--- src/rtl/uart_byte_source.sv ---
// 8N1 serial receiver feeding a first-word-fall-through byte FIFO.
// Bytes leave on a data/valid/ready stream; drops are flagged by one-cycle pulses.
module uart_byte_source #(
  parameter int unsigned CLKS_PER_BIT = 2500,
  parameter int unsigned FIFO_AW      = 4
) (
  input  logic       clk,
  input  logic       clr_n,
  input  logic       rx,
  output logic [7:0] data,
  output logic       valid,
  input  logic       ready,
  output logic       overrun,
  output logic       framing_err
);

  localparam int unsigned TW    = $clog2(CLKS_PER_BIT);
  localparam int unsigned DEPTH = 1 << FIFO_AW;
  localparam logic [TW-1:0] HALF_LOAD = TW'(CLKS_PER_BIT / 2 - 1);
  localparam logic [TW-1:0] FULL_LOAD = TW'(CLKS_PER_BIT - 1);

  typedef enum logic [2:0] {
    S_IDLE,
    S_START,
    S_DATA,
    S_STOP,
    S_BREAK
  } state_t;

  logic               rx_meta_q, rx_s_q;
  state_t             state_q, state_d;
  logic [TW-1:0]      timer_q, timer_d;
  logic [2:0]         bit_q, bit_d;
  logic [7:0]         shift_q, shift_d;
  logic               push, fe_d;

  logic [7:0]         mem_q [DEPTH];
  logic [FIFO_AW-1:0] wr_q, rd_q;
  logic [FIFO_AW:0]   count_q;
  logic               overrun_q, fe_q;
  logic               pop, full, accept;

  always_ff @(posedge clk or negedge clr_n) begin
    if (!clr_n) begin
      rx_meta_q <= 1'b1;
      rx_s_q    <= 1'b1;
      state_q   <= S_IDLE;
      timer_q   <= '0;
      bit_q     <= '0;
      shift_q   <= '0;
    end else begin
      rx_meta_q <= rx;
      rx_s_q    <= rx_meta_q;
      state_q   <= state_d;
      timer_q   <= timer_d;
      bit_q     <= bit_d;
      shift_q   <= shift_d;
    end
  end

  always_comb begin
    state_d = state_q;
    timer_d = timer_q;
    bit_d   = bit_q;
    shift_d = shift_q;
    push    = 1'b0;
    fe_d    = 1'b0;
    unique case (state_q)
      S_IDLE: begin
        if (!rx_s_q) begin
          timer_d = HALF_LOAD;
          state_d = S_START;
        end
      end
      S_START: begin
        if (timer_q == '0) begin
          if (rx_s_q) begin
            state_d = S_IDLE;
          end else begin
            timer_d = FULL_LOAD;
            bit_d   = '0;
            state_d = S_DATA;
          end
        end else begin
          timer_d = timer_q - 1'b1;
        end
      end
      S_DATA: begin
        if (timer_q == '0) begin
          shift_d = {rx_s_q, shift_q[7:1]};
          timer_d = FULL_LOAD;
          bit_d   = bit_q + 1'b1;
          if (bit_q == 3'd7) state_d = S_STOP;
        end else begin
          timer_d = timer_q - 1'b1;
        end
      end
      S_STOP: begin
        if (timer_q == '0) begin
          if (rx_s_q) begin
            push    = 1'b1;
            state_d = S_IDLE;
          end else begin
            fe_d    = 1'b1;
            state_d = S_BREAK;
          end
        end else begin
          timer_d = timer_q - 1'b1;
        end
      end
      S_BREAK: begin
        // Wait out a held-low line so it reports only one framing error.
        if (rx_s_q) state_d = S_IDLE;
      end
      default: state_d = S_IDLE;
    endcase
  end

  // count never exceeds DEPTH, so its top bit alone marks a full FIFO.
  assign full   = count_q[FIFO_AW];
  assign valid  = (count_q != '0);
  assign pop    = valid && ready;
  assign accept = push && (!full || pop);

  always_ff @(posedge clk or negedge clr_n) begin
    if (!clr_n) begin
      wr_q      <= '0;
      rd_q      <= '0;
      count_q   <= '0;
      overrun_q <= 1'b0;
      fe_q      <= 1'b0;
      for (int unsigned i = 0; i < DEPTH; i++) mem_q[i[FIFO_AW-1:0]] <= '0;
    end else begin
      overrun_q <= push && !accept;
      fe_q      <= fe_d;
      if (accept) begin
        mem_q[wr_q] <= shift_q;
        wr_q        <= wr_q + 1'b1;
      end
      if (pop) rd_q <= rd_q + 1'b1;
      if (accept && !pop)      count_q <= count_q + 1'b1;
      else if (pop && !accept) count_q <= count_q - 1'b1;
    end
  end

  assign data        = mem_q[rd_q];
  assign overrun     = overrun_q;
  assign framing_err = fe_q;

endmodule

--- config.mk ---
export PLATFORM = sky130hd
export DESIGN_NAME = uart_byte_source
export DESIGN_NICKNAME = d
export VERILOG_FILES = /design/src/rtl/uart_byte_source.sv
export SDC_FILE = /design/constraint.sdc
export NUM_CORES = 1
export LEC_CHECK = 0
export BUFFER_PORTS_ARGS = -buffer_cell sky130_fd_sc_hd__buf_2
export CAP_MARGIN = 30
export CORE_ASPECT_RATIO = 0.6
export CORE_MARGIN = 1.5
export CORE_UTILIZATION = 48
export CTS_CLUSTER_DIAMETER = 60
export DETAILED_ROUTE_END_ITERATION = 12
export GPL_TIMING_DRIVEN = 0
export MAX_ROUTING_LAYER = met4
export PLACE_DENSITY = 0.74
export SYNTH_ARGS = -nofsm -noshare
export SYNTH_HDL_FRONTEND = slang
export SYNTH_SLANG_ARGS = --single-unit
--- constraint.sdc ---
create_clock -name clk -period 4.7 [get_ports clk]
set_input_delay 0.94 -clock clk [delete_from_list [all_inputs] [get_ports clk]]
set_output_delay 0.94 -clock clk [all_outputs]
set_load 0.1 [all_outputs]
==> impl_metrics.env, run 1 <==
export IMPL_gp_congestion=0.897
export IMPL_fin_worst_skew_ps=14.3
export IMPL_seq_area_frac_synth_pct=51.8
export IMPL_io_buffers=14
export IMPL_timing_final_crit_share_pct=92.6
export IMPL_dr_pass1_iters=5
export IMPL_grt_usage_pct=22.6
export IMPL_syn_area_um2=8260
export IMPL_pre_cts_ws_ps=707
export IMPL_fin_ws_ps=347
export IMPL_antenna_left=0
export IMPL_rsz0062_at_grt="false"
export IMPL_first_iter_violations=389
export IMPL_synthArstFlopShare_pct=100
export IMPL_finalSetupViolations=0
export IMPL_multiInputGateArea_um2=3750
export IMPL_syn_avg_cell_area_um2=14.1
export IMPL_antenna_found_initial=0
export IMPL_wl_um=18000
export IMPL_required_ps=3760
export IMPL_crit_slowest_cell="buf_1"
export IMPL_vias_per_cell=5.83
export IMPL_insertion_delay_ps=440
export IMPL_total_leakage_power_nw=4.33
export IMPL_powerDensity_nw_per_um2=320
export IMPL_utilization_pct=56.3
export IMPL_fin_crit_ps=4350
export IMPL_grt_max_degree=89
export IMPL_synth_edff_count=0
export IMPL_htree_levels=4
export IMPL_start_util_pct=50.0
export IMPL_hold_buffers=0
export IMPL_grt_ovfl_total=0
export IMPL_slew_headroom_pct=32.9
export IMPL_cts_tree="built"
export IMPL_clock_sinks=171
export IMPL_cp_start_kind="register"
export IMPL_fill_cells=1330
export IMPL_area_growth_pct=12.6
export IMPL_drive_gt1_share_pct=38.6
export IMPL_tightest_slew_ps=1010
export IMPL_hold_path_class="reg -> reg"
export IMPL_pin_count=15
export IMPL_clk_pin_slew_worst_paths_ps=60
export IMPL_dieWidth_um=172
export IMPL_ys_types=48
export IMPL_cp_num_buf_inv=3
export IMPL_cts_buffers=17
export IMPL_fp_coreArea_um2=16500
export IMPL_drv_cap=0
export IMPL_fp_row_count=36
export IMPL_drc=0
export IMPL_die_h_um=105
export IMPL_hold_viol_final=0
export IMPL_critPathTopFamily="buffers and inverters"
export IMPL_cts_resized=0
export IMPL_status="finished, final reports clean"
export IMPL_grt_pass1_vias=5215
export IMPL_grt_pass1_wl_um=29300
export IMPL_drv_slew=0
export IMPL_tns_ps=0
export IMPL_die_area_um2=18000
export IMPL_clock_path_buffers=2
export IMPL_end_kind="output pin"
export IMPL_antenna_cells=0
export IMPL_clock_fmax_mhz=230
export IMPL_ys_ff_latch=171
export IMPL_ir_worst_vdd_uv=281
export IMPL_synth_nets=605
export IMPL_crit_fanout=10
export IMPL_cp_common_cell="mux4_2"
export IMPL_synth_warning_count=0
export IMPL_place_inst=832
export IMPL_dpl_hpwl_um=12500
export IMPL_wl_per_cell_um=20.8
export IMPL_crit_path_cell_trace="clkbuf_1 > buf_1 > mux4_2 > mux4_2 > buf_2"
export IMPL_fin_cells=865
export IMPL_post_cts_setup_buffers=0
export IMPL_power_mw=2.98
export IMPL_vias=5044
export IMPL_cts_root_buf="clkbuf_16"
export IMPL_max_stage_delay_ps=750
export IMPL_path_class="reg -> out"
export IMPL_nNetsFinal=642
export IMPL_arrival_ps=3410
export IMPL_synthCells=587
export IMPL_seqCellArea_um2=4280
export IMPL_synth_flop_cell="dfrtp_1"
## cell type report
type	instances	area share [%]
plain buffers	42	2.10
clock buffers	17	4.57
clock inverters	15	2.02
inverters	7	0.283
multi-input cells	367	40.4
flip-flops and latches	171	46.0
well taps	228	3.07
repair buffers	18	1.53
## registers in the layout, summed over array words and instances, names as in the netlist
signal	count
wr_q	4
framing_err	1
bit_q	3
state_q	3
rx_meta_q	1
timer_q	12
shift_q	8
mem_q	128
rd_q	4
rx_s_q	1
overrun	1
count_q	5
## report_power, final
group | switching, mW | total, mW | internal, mW
sequential | 0.00135 | 1.47 | 1.47
clock | 0.622 | 1.47 | 0.847
combinational | 0.0294 | 0.0340 | 0.00452
total | 0.653 | 2.98 | 2.32
## cells in the mapped netlist (3+ instances only)
library cell / n / share of area (%)
nor2b_1: 3 / 0.23
buf_1: 15 / 0.68
nand3_4: 12 / 2.5
clkbuf_1: 19 / 0.86
nand3_1: 7 / 0.42
dfrtp_1: 169 / 51
ha_1: 13 / 2.0
a21oi_1: 18 / 1.1
xnor2_1: 9 / 0.95
nor3_1: 8 / 0.48
o21ai_0: 12 / 0.73
nor2_1: 18 / 0.82
xor2_1: 4 / 0.42
nand4_1: 3 / 0.23
buf_2: 5 / 0.30
mux2_2: 127 / 17
o31ai_1: 4 / 0.36
mux4_2: 40 / 11
inv_1: 7 / 0.32
nand2b_1: 3 / 0.23
nand2_1: 45 / 2.0
or4_1: 6 / 0.55
## worst register-to-register path: stages (launching register included)
cell     delay (ps)
dfrtp_1         440
inv_1           100
ha_1            170
or4b_1          440
buf_2           180
nor3_4          280
and4_1          260
buf_6           140
buf_6           180
ha_1            210
inv_1           100
fa_1            410
a21o_1          170
a21oi_1         170
xnor2_1         140
nor2_1           70
xor2_1          150
## path summary, 6_finish.rpt
path	from	to	slack, ps	cells after the start
max	rd_q[0]	data[6]	350	5
max reg2reg	timer_q[0]	count_q[4]	980	16
max in group asynchronous	clr_n	mem_q[96]	3330	2
min reg2reg	rx_meta_q	rx_s_q	360	0
min in group asynchronous	clr_n	mem_q[12]	510	1
min	rx_meta_q	rx_s_q	360	0
## cells by family after synthesis
logic type	Yosys count	share of synthesized area, %
flops	171	51.8
simple gates	123	9.74
buf+inv	49	2.68
compound gates	48	3.55
mux	169	28.6
fa+ha+maj	14	2.21
xor+xnor	13	1.38
## metal layers
metal | part of all wire, % | track usage (%) | vias up
li1 | - | - | 2243
met1 | 48 | 32.7 | 2655
met2 | 45 | 31.8 | 129
met3 | 5.8 | 6.10 | 17
met4 | 0.96 | 5.40 | 0
met5 | 0 | - | -
## cell usage in the layout (no fill, tap or decap), types with 3 or more instances in the layout
master,Yosys,layout
buf_1,15,15
buf_2,5,19
xor2_1,4,4
nand4_1,3,3
nor3_1,8,8
nand3_1,7,7
bufinv_16,0,3
or4_1,6,6
a21oi_1,18,18
mux2_2,127,127
dfrtp_1,169,169
clkinv_4,0,3
nor2b_1,3,3
inv_6,0,4
o31ai_1,4,4
buf_8,0,3
nand2_1,45,45
nand3_4,12,12
xnor2_1,9,9
o21ai_0,12,12
nand2b_1,3,3
ha_1,13,13
clkbuf_1,19,19
mux4_2,40,40
clkbuf_16,0,17
inv_1,7,7
nor2_1,18,18
## through the flow
stage	hold WS, ps	area (um^2)
6_report	359	9300
5_1_grt	367	9300
4_1_cts	359	9280
3_5_place_dp	350	8670
3_3_place_gp	347	8610
2_1_floorplan	345	8260
(Power assumes the default switching activity.)
==> run 2: changes to the inputs <==
- CORE_ASPECT_RATIO: 0.6 -> unset
- PLACE_DENSITY: 0.74 -> 0.76
- clock period: 4.7 -> 3.9 ns (I/O delays scaled with it)
==> impl_metrics.env, run 2 (synthesized netlist as in run 1, its figures left out) <==
export IMPL_status="finished, final reports clean"
export IMPL_cts_buffers=17
export IMPL_seqCellArea_um2=4280
export IMPL_multiInputGateArea_um2=3750
export IMPL_drc=0
export IMPL_die_h_um=134
export IMPL_antenna_found_initial=0
export IMPL_insertion_delay_ps=440
export IMPL_dpl_cell_area_um2=8690
export IMPL_path_class="reg -> out"
export IMPL_fp_coreArea_um2=16700
export IMPL_grt_ovfl_total=0
export IMPL_clock_path_buffers=2
export IMPL_wl_per_cell_um=21.0
export IMPL_grtUsageMet3_pct=4.57
export IMPL_total_leakage_power_nw=4.34
export IMPL_final_cell_mix="dfrtp_1 (167), mux2_2 (127), nand2_1 (45)"
export IMPL_cts_tree="built"
export IMPL_fin_area_um2=9290
export IMPL_timing_final_crit_share_pct=97.9
export IMPL_ir_worst_vdd_uv=347
export IMPL_pin_count=15
export IMPL_grt_usage_pct=22.4
export IMPL_rsz0062_at_grt="false"
export IMPL_wl_um=18100
export IMPL_drv_cap=0
export IMPL_grt_pass1_vias=5418
export IMPL_dieWidth_um=134
export IMPL_top_register="mem_q"
export IMPL_slew_headroom_pct=36.7
export IMPL_first_iter_violations=409
export IMPL_fin_crit_ps=3820
export IMPL_gp_congestion=0.870
export IMPL_start_util_pct=49.4
export IMPL_tightest_slew_ps=941
export IMPL_fill_cells=1330
export IMPL_hold_viol_final=0
export IMPL_fp_row_count=47
export IMPL_vias_per_cell=5.93
export IMPL_dpl_hpwl_um=12300
export IMPL_largest_reg_flops=128
export IMPL_clock_sinks=171
export IMPL_grtUsageMet2_pct=36.3
export IMPL_vias=5084
export IMPL_cp_start_kind="register"
export IMPL_drv_slew=0
export IMPL_fin_worst_skew_ps=9.85
export IMPL_fin_cells=858
export IMPL_required_ps=3120
export IMPL_clk_pin_slew_worst_paths_ps=70
export IMPL_powerDensity_nw_per_um2=377
export IMPL_final_common_cell="dfrtp_1"
export IMPL_area_growth_pct=12.5
export IMPL_hold_path_class="in -> async"
export IMPL_crit_fanout=10
export IMPL_finalSetupViolations=0
export IMPL_cts_root_buf="clkbuf_16"
export IMPL_utilization_pct=55.6
export IMPL_grt_use_met1_pct=28.6
export IMPL_largestRegisters="mem_q (128), timer_q (12), shift_q (8)"
export IMPL_die_area_um2=18000
export IMPL_end_kind="output pin"
export IMPL_antenna_left=0
export IMPL_htree_levels=4
export IMPL_dr_pass1_iters=5
export IMPL_antenna_cells=0
export IMPL_nNetsFinal=643
export IMPL_drive_gt1_share_pct=39.8
export IMPL_grt_max_degree=135
export IMPL_grt_busiest_layer="met2"
export IMPL_io_buffers=14
export IMPL_place_inst=826
export IMPL_clock_fmax_mhz=262
export IMPL_grt_pass1_wl_um=29400
export IMPL_arrival_ps=3040
-- run 2: cell types whose count changed in the layout (fill, tap and decap cells not counted), moves of 2 or more --
cell | previous run | this run
inv_8 | 1 | 3
buf_1 | 15 | 13
dfrtp_1 | 169 | 167
dfrtp_2 | 0 | 2
bufinv_16 | 3 | 1
clkbuf_1 | 19 | 16
buf_4 | 0 | 2
clkbuf_2 | 0 | 4
-- run 2: final timing paths --
path	start	cells after the start	slack (ps)	endpoint
min	clr_n	1	200	mem_q[106]
max reg2reg	timer_q[0]	15	290	count_q[4]
min reg2reg	rx_meta_q	0	360	rx_s_q
min in group clk	rx_meta_q	0	360	rx_s_q
max	rd_q[1]	5	80	data[7]
max in group asynchronous	clr_n	2	2760	mem_q[3]
-- run 2: metrics by stage --
step,hold slack (ps),setup WS (ps),power (mW),TNS (ps)
after global placement,347,-364,1.85,-60030
after CTS,201,39.2,3.52,0
after global routing,204,5.94,3.61,0
after floorplan,345,557,1.81,0
after detailed placement,349,140,1.85,0
final,202,81.3,3.50,0
-- run 2: area by class of cell --
type	count	area share, %
Buffer	41	2.11
Clock buffer	17	4.58
Clock inverter	15	1.71
Inverter	7	0.283
Multi-Input combinational cell	367	40.4
Sequential cell	171	46.1
Tap cell	220	2.96
Timing Repair Buffer	20	1.80
-- run 2: power breakdown --
group	internal (mW)	switching [mW]
logic	0.00544	0.0347
clock network	0.906	0.782
registers	1.77	0.00132
total	2.69	0.818
-- run 2: layer usage --
metal | vias up | wire length (um)
met2 | 153 | 9240
li1 | 2242 | -
met5 | - | 0
met1 | 2653 | 7610
met3 | 36 | 888
met4 | 0 | 310
-- run 2: critical path, cell delays in order, from the launching register on --
cell and delay, ps:
dfrtp_1 360, clkbuf_1 430, buf_1 560, mux4_2 450, mux4_2 500, buf_2 310
-- run 2: timing repair --
item | CTS | global route
setup endpoints to repair | 8 | 6
resized for setup | 4 | 5
pin swaps | 0 | 1
hold buffers | 0 | 0
setup buffers | 0 | 1
